[config.mk]
export PLATFORM = sky130hd
export DESIGN_NAME = zero_frame_transmitter
export DESIGN_NICKNAME = d
export VERILOG_FILES = /design/src/rtl/zero_frame_transmitter.sv
export SDC_FILE = /design/constraint.sdc
export NUM_CORES = 1
export LEC_CHECK = 0
export BUFFER_PORTS_ARGS = -buffer_cell sky130_fd_sc_hd__buf_4
export CORE_MARGIN = 2
export CORE_UTILIZATION = 52
export DETAILED_ROUTE_END_ITERATION = 6
export PLACE_DENSITY = 0.76
export REMOVE_ABC_BUFFERS = 1
export SLEW_MARGIN = 20
export SYNTH_ARGS = -nofsm -noshare
export SYNTH_HDL_FRONTEND = slang
export SYNTH_SLANG_ARGS = --single-unit
[constraint.sdc]
create_clock -name clock -period 3.3 [get_ports clock]
set_clock_uncertainty 0.2 [all_clocks]
set_input_delay 0.165 -clock clock [delete_from_list [all_inputs] [get_ports clock]]
set_output_delay 0.165 -clock clock [all_outputs]
set_load 0.01 [all_outputs]
[src/rtl/zero_frame_transmitter.sv]
// Serial frame transmitter for a two-consecutive-zeros line detector.
// Each frame is a 00 start marker, then the payload MSB-first with a 1 stuffed
// after every payload 0, then a single stop bit of 1. The line idles at 1.
module zero_frame_transmitter #(
  parameter int WIDTH = 8
) (
  input  logic             clock,
  input  logic             reset,
  input  logic             load,
  input  logic [WIDTH-1:0] data_in,
  output logic             x,
  output logic             busy,
  output logic             done,
  output logic [2:0]       present_state
);

  // Counter must hold 0..WIDTH inclusive.
  localparam int CW = $clog2(WIDTH + 1);
  localparam logic [CW-1:0] LAST_CNT = CW'(WIDTH);

  typedef enum logic [2:0] {
    IDLE  = 3'b000,
    MARK0 = 3'b001,
    MARK1 = 3'b010,
    DATA  = 3'b011,
    STUFF = 3'b100,
    STOP  = 3'b101
  } state_t;

  state_t           state_reg, state_next;
  logic [WIDTH-1:0] sr_reg, sr_next, sr_shifted;
  logic [CW-1:0]    cnt_reg, cnt_next, cnt_inc;
  logic             cur_bit;

  // Left shift by one with a 0 entering the LSB.
  assign sr_shifted[0] = 1'b0;
  generate
    for (genvar gi = 1; gi < WIDTH; gi++) begin : g_shift
      assign sr_shifted[gi] = sr_reg[gi-1];
    end
  endgenerate

  assign cur_bit = sr_reg[WIDTH-1];
  assign cnt_inc = cnt_reg + CW'(1);

  // State, shift register and bit counter; reset abandons any frame in flight.
  always_ff @(posedge clock or negedge reset) begin
    if (!reset) begin
      state_reg <= IDLE;
      sr_reg    <= '0;
      cnt_reg   <= '0;
    end else begin
      state_reg <= state_next;
      sr_reg    <= sr_next;
      cnt_reg   <= cnt_next;
    end
  end

  // Next-state logic; unused codes fall back to IDLE.
  always_comb begin
    state_next = state_reg;
    sr_next    = sr_reg;
    cnt_next   = cnt_reg;
    case (state_reg)
      IDLE: begin
        if (load) begin
          sr_next    = data_in;
          cnt_next   = '0;
          state_next = MARK0;
        end
      end
      MARK0: state_next = MARK1;
      MARK1: state_next = DATA;
      DATA: begin
        sr_next  = sr_shifted;
        cnt_next = cnt_inc;
        if (!cur_bit) begin
          state_next = STUFF;
        end else if (cnt_inc == LAST_CNT) begin
          state_next = STOP;
        end else begin
          state_next = DATA;
        end
      end
      STUFF: begin
        if (cnt_reg == LAST_CNT) begin
          state_next = STOP;
        end else begin
          state_next = DATA;
        end
      end
      STOP:    state_next = IDLE;
      default: state_next = IDLE;
    endcase
  end

  // Moore outputs: line level depends only on state and the shift register MSB.
  always_comb begin
    x    = 1'b1;
    busy = 1'b1;
    done = 1'b0;
    case (state_reg)
      IDLE:    busy = 1'b0;
      MARK0:   x = 1'b0;
      MARK1:   x = 1'b0;
      DATA:    x = cur_bit;
      STUFF:   x = 1'b1;
      STOP:    done = 1'b1;
      default: begin
        x    = 1'b1;
        busy = 1'b1;
        done = 1'b0;
      end
    endcase
  end

  assign present_state = state_reg;

endmodule

* After elaboration in Yosys (flattened, before gate mapping)
Cells that the tools add are included.
Cells by class: add/sub/neg operators 1, multiply operators 0, divide/modulo/power cells 0, order comparisons 0, equal/unequal tests 8, shift operators 0, mux-type cells 12, bitwise gates (word level) 0, reduce and logical (&&, ||, !) cells 4
Operators with widths (number):
- $pmux 8 s2 | 1
- $pmux 3 s5 | 1
- $mux 3 | 4
- $eq 4x4->1 const B | 2
- $mux 8 | 1
- $pmux 4 s2 | 1
- $eq 3x2->1 const B | 2
- $eq 3x3->1 const B | 2
- $add 4x1->4 const B | 1
- $mux 4 | 1
- $eq 3x1->1 const B | 1
- $logic_not 3->1 | 1
- $mux 1 | 2
- $ne 2x2->1 const B | 1
- $pmux 1 s2 | 1
- $reduce_and 2->1 | 1
- $reduce_bool 2->1 | 1
- $reduce_or 2->1 | 1
Word-level totals: register bits after elaboration 15, latch bits 0, bits in writable memories 0, bits in read-only memories 0, input port bits 11, output and inout bits 6, word-level logic and storage cells 28, memories 0

* Logic depth before layout (Yosys ltp)
Gate-level depths: netlist of the first run.
depth in word-level cells 5, gate-level depth with buffers 5, mapped depth without buffers 5

* Worst setup path after synthesis of the first run
No wires, ideal clock.
kind flip-flop to flip-flop, start register state_reg[0] (netlist: present_state[0]), end register sr_reg[1], setup time 0.125 ns, data arrival time 1.380 ns, required time 2.975 ns, path slack 1.596 ns, cell stages (with the launch flop) 6, path buffers 2, clock period less this slack 1.704 ns, cell sequence dfrtp_1 > buf_4 > nor3b_1 > o21ba_2 > buf_6 > mux2_2
On the way: cells in the longest elaborated chain, start to end 3, elaborated cells on any way between the ends 6, those cells by class 2 x eq/ne; 1 x mux; 3 x reduce/logical
RTL lines:
- from (decl) | line 30 | state_t state_reg, state_next;
- from (signal assigned) | line 53 | state_reg <= state_next;
- $eq 3x2->1 / $logic_not 3->1 (equally long branches) | line 64 | case (state_reg)
- $reduce_bool 2->1 (no line) / $ne 2x2->1 (equally long branches)
- $reduce_and 2->1 (no line)
- to (signal assigned) | line 54 | sr_reg <= sr_next;
- to (decl) | line 31 | logic [WIDTH-1:0] sr_reg, sr_next, sr_shifted;
Several ways; a longest one is shown, not always the timed one. A chain may end at the register's enable or synchronous reset.

* Final worst setup path of the first run
start register state_reg[0] (netlist: present_state[0]), end output x
On the way: cells in the longest elaborated chain, start to end 3, elaborated cells on any way between the ends 5, those cells by class 3 x eq/ne; 1 x mux; 1 x reduce/logical
RTL lines:
- $eq 3x2->1 / $eq 3x1->1 (equally long branches) | line 102 | case (state_reg)
- $reduce_or 2->1 (no line)
- $pmux 1 s2 (*) | line 102
- to (decl) | line 11 | output logic x,
Mark *: on every way between the ends. The rest lies on a longest branch, timed or not.

==> out/summary.log, run 1 <==
qor: clocking.cts_root_buffer sky130_fd_sc_hd__clkbuf_4
qor: route.drcViolationCount 0
qor: global_routing.first_global_vias 652
qor: critical_path.cp-end-kind primary output
qor: critical_path.cp_required 2930 ps
qor: placement.io_buffers 16
qor: synth.synth-xor-area-share 0.9986%
qor: clocking.h_tree_lvl_count 1
qor: power.clkPwrFrac 10.8%
qor: timing.highest_attainable_clock_frequency 530.7 MHz
qor: synth.post_synth_fa_ha_maj_area_fraction 2.853%
qor: timing.grt_setup_unrepaired no
qor: timing.slew-limit-headroom 74.42%
qor: timing.post-route-min-period 1884 ps
qor: min_path.timing.hold.worst.class in2reg
qor: power.power.sequential.fraction 39.4%
qor: timing.drv_slew 0
qor: power.ir_worst_vdd 0.5129 mV
qor: synth.synth_seq_cells 15
qor: power.switching_share_of_total_power 39.48%
qor: final_layout.utilization 68.34%
qor: timing.worst_slew_pin_slew 383.7 ps
qor: critical_path.crit_family flip-flops
qor: floorplanning.initial_utilization 56.90%
qor: power.combinational_share_of_power 49.9%
qor: final_layout.syn2layout_area_growth 20.11%
qor: global_routing.grt_antenna_before_repair 0
qor: synth.seq_area_frac_synth 42.80%
qor: clocking.cts.repair_timing.setup_buffer_count 0
qor: synth.synth_simple_gate_area_share 17.12%
qor: placement.finalWeightedCongestion 0.7228
qor: clocking.tritoncts done
qor: clocking.clock_transition_time_at_the_flip_flop_clock_pins_of_the_worst_setup_and_hold_paths 90 ps
qor: floorplanning.die-area 0.002031 sq mm
qor: power.cellLeakagePower 0.4990 nW
qor: critical_path.timing.critical_path.cells and2_2 > a211o_1 > buf_4
qor: clocking.number_of_buffers_on_the_longest_clock_path 2
qor: timing.post-route-period-util 57.10%
qor: power.p_int 0.5877 mW
qor: timing.number_of_failing_setup_endpoints_in_the_final_timing_report 0
qor: final_layout.antennaDiodeCount 0
qor: synth.synth_top_family_by_area simple AND/OR/NAND/NOR gates
qor: floorplanning.overall_die_height 45.07 um
qor: clocking.cts_sinks 15
qor: critical_path.critPathBufInv 1
qor: critical_path.crit_fanout 12
qor: global_routing.tot_gr_track_use 19.48%
qor: critical_path.slowest_cell_on_crit_path sky130_fd_sc_hd__dfrtp_1
qor: route.drt_first_pass_iters 4
qor: synth.synth_cell_type_count 31
qor: power.p_switching 0.3835 mW
qor: route.detail-route-antenna-nets 0
qor: synth.synth-compound-area-share 14.98%
qor: placement.dp.final_hpwl 1.181 mm
qor: route.routed-via-count 654
qor: critical_path.worst-setup-path-type reg2out
qor: job.drv.max_cap_violation_count 0
qor: global_routing.grt_start_max_net_pins 17
qor: synth.yosys_warnings 0
qor: synth.synth.cell_area 877.1 sq um
qor: final_layout.largest_register_ff_count 8
qor: floorplanning.die_w 45.07 um
qor: floorplanning.coreArea 0.001541 sq mm
qor: route.routed_wl 1.629 mm
qor: route.vias_per_cell 5.590
qor: route.number_of_drc_markers_in_iteration_0 11
qor: floorplanning.num_rows 14
qor: critical_path.cp_data_arrival_time 1520 ps
qor: final_layout.post_route_cells_drive_above_1_share 33.66%
qor: synth.post_synth_mux_area_share 13.69%
qor: synth.postSynthAreaPerCell 10.83 sq um
qor: power.power_density 921.9 mW/mm^2
qor: status.status complete, no violations
qor: synth.netlist_instances 81
qor: critical_path.kind_of_start_point_of_the_critical_path register
qor: global_routing.grt_first_pass_wirelength 2.829 mm
qor: timing.setup_total_negative_slack 0 ps
qor: timing.timing_hold_violations_final 0
qor: floorplanning.io_pins 17
qor: critical_path.slowest_delay 520 ps
qor: route.drt-wirelength-per-cell 13.92 um
qor: final_layout.final_nets 115
qor: clocking.cts_inserted_buffers 3
qor: clocking.clk_latency 280 ps
qor: global_routing.globalRoute.totalOverflow 0
## logic make-up after synthesis
| logic type | count (synthesis) |
|---|---|
| simple gates | 22 |
| buf+inv | 12 |
| xor+xnor | 1 |
| flops | 15 |
| mux | 11 |
| fa+ha+maj | 2 |
| compound gates | 18 |
## metrics by stage
step	instance area, sq um	instances	total power, mW	hold slack, ps	setup slack [ps]
floorplan	837.1	76	0.7155	-330.6	1594
global placement	977.2	108	0.8496	-168.6	1548
detailed placement	977.2	108	0.8728	-171.9	1498
CTS	1054	117	0.9807	34.43	1398
global route	1054	117	1.057	39.33	1322
finish	1054	117	0.9712	39.74	1416
## final cells by class
type	count	area, sq um
fillers	127	488.0
multi-input cells	54	435.4
flip-flops and latches	15	375.4
repair buffers	21	170.2
clock buffers	4	26.28
inverters	7	26.28
well taps	16	20.02
## final timing paths
path	start	endpoint	slack, ps	depth (start not counted)
hold reg to reg	sr_reg[1]	sr_reg[1]	320	1
max in group asynchronous	reset	sr_reg[1]	2650	2
setup reg to reg	present_state[2]	sr_reg[4]	1500	3
min in group asynchronous	reset	present_state[1]	70	2
hold / removal	data_in[1]	sr_reg[1]	40	3
setup / recovery	present_state[0]	x	1420	3
## timing repair
item / in CTS / in global routing
gates resized for setup: 0 / 0
endpoints found under the hold margin: 19 / 0
hold buffers: 5 / 0
## metal layers
metal	vias up	track usage, %	part of all wire [%]
met3	0	4.800	4.2
met2	13	31.43	49
met5	-	0	0
met1	308	25.39	46
li1	333	-	-
met4	0	7.059	0
## Yosys cell counts, drive strengths merged
| library cell | count | share of area [%] |
|---|---|---|
| o21ba | 2 | 2.3 |
| nor2 | 4 | 1.7 |
| a21bo | 1 | 1.1 |
| o22ai | 2 | 1.4 |
| a211oi | 1 | 0.86 |
| nor4b | 1 | 1.0 |
| mux2i | 3 | 3.4 |
| nand4 | 1 | 0.71 |
| and2 | 1 | 0.86 |
| mux2 | 8 | 10 |
| nor3b | 3 | 2.6 |
| a21oi | 3 | 1.7 |
| o21bai | 1 | 0.86 |
| or3 | 2 | 1.6 |
| nand3b | 3 | 4.0 |
| a221oi | 1 | 1.0 |
| inv | 7 | 3.0 |
| dfrtp | 15 | 43 |
| or4b | 1 | 1.6 |
| nand2 | 2 | 0.86 |
| a211o | 3 | 3.0 |
| o21ai | 3 | 1.7 |
| buf | 5 | 4.6 |
| o2bb2ai | 1 | 1.0 |
| nand3 | 4 | 2.3 |
| xor2 | 1 | 1.0 |
| ha | 2 | 2.9 |
## layout by cell type (no fill, tap or decap), types with 3 or more instances in the layout
cell type,synthesis,routed
sky130_fd_sc_hd__mux2_2,8,8
sky130_fd_sc_hd__o21ai_0,3,3
sky130_fd_sc_hd__a211o_1,3,3
sky130_fd_sc_hd__clkbuf_4,0,3
sky130_fd_sc_hd__buf_4,1,16
sky130_fd_sc_hd__nand3_1,4,4
sky130_fd_sc_hd__inv_1,7,7
sky130_fd_sc_hd__mux2i_1,3,3
sky130_fd_sc_hd__nor2_1,4,4
sky130_fd_sc_hd__nor3b_1,3,3
sky130_fd_sc_hd__dfrtp_1,15,15
sky130_fd_sc_hd__a21oi_1,3,3
sky130_fd_sc_hd__dlygate4sd3_1,0,5
## worst register-to-register path, stage by stage (launching register included)
cell	delay [ps]
sky130_fd_sc_hd__dfrtp_1	540
sky130_fd_sc_hd__nand3b_4	320
sky130_fd_sc_hd__mux2_2	370
sky130_fd_sc_hd__mux2_2	270
## power groups by stage
stage,logic (mW),clock network [mW],registers [mW]
floorplan,0.349,0,0.367
global placement,0.471,0,0.378
detailed placement,0.486,0,0.387
CTS,0.492,0.107,0.382
global route,0.541,0.115,0.402
finish,0.484,0.105,0.382
Power figures use the tool's default switching activity.
==> inputs of run 2 (changes only) <==
--- a/config.mk
+++ b/config.mk
@@ -7,9 +7,9 @@
 export LEC_CHECK = 0
 export BUFFER_PORTS_ARGS = -buffer_cell sky130_fd_sc_hd__buf_4
 export CORE_MARGIN = 2
-export CORE_UTILIZATION = 52
+export CORE_UTILIZATION = 47
 export DETAILED_ROUTE_END_ITERATION = 6
-export PLACE_DENSITY = 0.76
+export PLACE_DENSITY = 0.72
 export REMOVE_ABC_BUFFERS = 1
 export SLEW_MARGIN = 20
 export SYNTH_ARGS = -nofsm -noshare
==> constraint.sdc (replaced) <==
create_clock -name clock -period 1.6 [get_ports clock]
set_clock_uncertainty 0.2 [all_clocks]
set_input_delay 0.08 -clock clock [delete_from_list [all_inputs] [get_ports clock]]
set_output_delay 0.08 -clock clock [all_outputs]
set_load 0.01 [all_outputs]
==> run 2 against run 1 <==
  * The run now ends with setup timing left
  * Cell area grew 29%
  * Combinational power rose to 3.8 times the previous value
  * Clock power rose by 110%
  * Critical path type is now reg2reg
==> out/summary.log, run 2 (same netlist as run 1, synthesis figures left out) <==
qor: critical_path.cp_data_arrival_time 1610 ps [was 1520 ps]
qor: timing.drv_slew 0 [unchanged]
qor: critical_path.cp-end-kind register [was primary output]
qor: floorplanning.io_pins 17 [unchanged]
qor: floorplanning.overall_die_height 47.20 um [was 45.07 um]
qor: placement.dpl.cell_count 124 [was 108]
qor: floorplanning.die_w 47.20 um [was 45.07 um]
qor: floorplanning.initial_utilization 50.25% [was 56.90%]
qor: final_layout.seq_area 379.1 sq um [was 375.4 sq um]
qor: power.ir_worst_vdd 1.273 mV [was 0.5129 mV]
qor: critical_path.crit_family simple AND/OR/NAND/NOR gates [was flip-flops]
qor: timing.slew-limit-headroom 77.03% [was 74.42%]
qor: timing.timing.hold.ws 73.97 ps [was 39.74 ps]
qor: final_layout.utilization 77.99% [was 68.34%]
qor: timing.worst_slew_pin_slew 343.8 ps [was 383.7 ps]
qor: power.cellLeakagePower 0.6500 nW [was 0.4990 nW]
qor: timing.post-route-period-util 102.8%
qor: job.drv.max_cap_violation_count 0 [unchanged]
qor: status.violations setup timing
qor: global_routing.grt_antenna_before_repair 0 [unchanged]
qor: final_layout.finalNonFillerCells 149 [was 117]
qor: route.routed_wl 2.178 mm [was 1.629 mm]
qor: clocking.cts_sinks 15 [unchanged]
qor: critical_path.cp_required 1570 ps [was 2930 ps]
qor: critical_path.slowest_cell_on_crit_path sky130_fd_sc_hd__or4b_4 [was sky130_fd_sc_hd__dfrtp_1]
qor: final_layout.final_nets 138 [was 115]
qor: route.drt-wirelength-per-cell 14.62 um [was 13.92 um]
qor: timing.highest_attainable_clock_frequency 607.8 MHz
qor: critical_path.timing.critical_path.cells buf_6 > or4b_4 > o22ai_2 > a21oi_1 [was and2_2 > a211o_1 > buf_4]
qor: route.drt_first_pass_iters 4 [unchanged]
qor: global_routing.grt_start_max_net_pins 16 [was 17]
qor: critical_path.worst-setup-path-type reg2reg [was reg2out]
qor: clocking.number_of_buffers_on_the_longest_clock_path 2 [unchanged]
qor: final_layout.syn2layout_area_growth 55.21% [was 20.11%]
qor: route.number_of_drc_markers_in_iteration_0 14 [was 11]
qor: final_layout.antennaDiodeCount 0 [unchanged]
qor: global_routing.tot_gr_track_use 21.57% [was 19.48%]
qor: final_layout.largest_register_ff_count 8 [unchanged]
qor: route.detail-route-antenna-nets 0 [unchanged]
qor: route.routed-via-count 779 [was 654]
qor: timing.post-route-min-period 1645 ps
qor: floorplanning.num_rows 15 [was 14]
qor: power.power_density 2049 mW/mm^2 [was 921.9 mW/mm^2]
qor: critical_path.kind_of_start_point_of_the_critical_path register [unchanged]
qor: clocking.cts_root_buffer sky130_fd_sc_hd__clkbuf_4 [unchanged]
qor: clocking.clock_transition_time_at_the_flip_flop_clock_pins_of_the_worst_setup_and_hold_paths 90 ps [about the same]
qor: critical_path.critPathBufInv 1 [unchanged]
qor: final_layout.multi_input_area 504.2 sq um [was 435.4 sq um]
qor: timing.setup_total_negative_slack -323.3 ps [was 0 ps]
qor: floorplanning.coreArea 0.001745 sq mm [was 0.001541 sq mm]
qor: placement.dp.final_hpwl 1.242 mm [was 1.181 mm]
qor: placement.finalWeightedCongestion 0.8438 [was 0.7228]
qor: final_layout.layout_common_cells sky130_fd_sc_hd__buf_4 (22), sky130_fd_sc_hd__dfrtp_1 (12), sky130_fd_sc_hd__buf_6 (11) [was sky130_fd_sc_hd__buf_4 (16), sky130_fd_sc_hd__dfrtp_1 (15), sky130_fd_sc_hd__mux2_2 (8)]
qor: clocking.tritoncts done [unchanged]
qor: timing.grt_setup_unrepaired yes [was no]
qor: placement.io_buffers 16 [unchanged]
qor: status.status complete, but fails checks [was complete, no violations]
qor: timing.number_of_failing_setup_endpoints_in_the_final_timing_report 10 [was 0]
qor: placement.placedInstanceArea 0.001041 sq mm [was 977.2 sq um]
qor: final_layout.nFillCells 102 [was 127]
qor: route.drcViolationCount 0 [unchanged]
qor: final_layout.final_design_area_no_fill 0.001361 sq mm [was 0.001054 sq mm]
qor: route.vias_per_cell 5.228 [was 5.590]
qor: global_routing.grt_first_pass_wirelength 3.222 mm [was 2.829 mm]
qor: min_path.timing.hold.worst.class in2reg [unchanged]
qor: global_routing.first_global_vias 716 [was 652]
qor: floorplanning.die-area 0.002228 sq mm [was 0.002031 sq mm]
qor: global_routing.globalRoute.totalOverflow 0 [unchanged]
qor: final_layout.post_route_cells_drive_above_1_share 50.00% [was 33.66%]
qor: clocking.clk_latency 290 ps [was 280 ps]
qor: final_layout.layout.cells.most_common sky130_fd_sc_hd__buf_4 [unchanged]
qor: clocking.h_tree_lvl_count 1 [unchanged]
qor: timing.timing.final.ws_setup -45.26 ps [was 1416 ps]
qor: critical_path.slowest_delay 590 ps [was 520 ps]
qor: clocking.cts_inserted_buffers 3 [unchanged]
qor: critical_path.crit_fanout 5 [was 12]
qor: timing.timing_hold_violations_final 0 [unchanged]
==> run 2: changes by cell type in the layout (fill, tap and decap cells not counted), sizes merged <==
cell         previous run  this run
buf                    16        34
dlygate4sd3             5        10
==> run 2: area by class of cell <==
cell class	instances	area share [%]
multi-input combinational	54	37.04
tap	25	2.298
timing repair buffer	44	28.95
inverter	7	1.930
sequential	15	27.85
clock buffer	4	1.930
==> run 2: path summary, 6_finish.rpt <==
check | from | to | slack [ps] | depth (start not counted)
min | load | present_state[0] | 70 | 4
max reg2reg | present_state[1] | sr_reg[6] | -50 | 4
max in group asynchronous | reset | present_state[0] | 480 | 3
min in group asynchronous | reset | present_state[2] | 520 | 3
max | present_state[1] | sr_reg[6] | -50 | 4
min reg2reg | sr_reg[0] | sr_reg[0] | 320 | 1
==> run 2: layer usage <==
metal,share of wire [%],GRT usage (%)
met5,0,0
met4,1.1,10.00
met3,2.9,3.462
met2,53,38.08
met1,43,25.48
==> run 2: power by group <==
part | internal (mW) | leakage [nW] | switching [mW]
Clock | 0.0971 | 0.0150 | 0.128
Combinational | 1.08 | 0.456 | 0.748
Sequential | 0.568 | 0.179 | 0.166
==> run 2: metrics by stage <==
stage                     power [mW]  setup slack (ps)
after floorplan                1.476            -105.7
after global placement         1.904             10.87
after detailed placement       1.943            -22.39
after CTS                      2.572            -37.94
after global routing           2.962            -84.03
final                          2.789            -45.26
==> run 2: worst register-to-register path, delay by kind of cell, from the launching register on <==
family / cells / cell delay [ps]
compound gates: 2 / 160
buf+inv: 1 / 130
flops: 1 / 440
simple gates: 1 / 590
==> run 2: what timing repair did <==
action	4_1_cts	5_1_grt
setup buffers	6	4
resized for setup	23	9
endpoints found under the setup margin	6	14
gates cloned	0	1
pin swaps	7	8
hold endpoints to repair	23	0
hold buffers	10	0
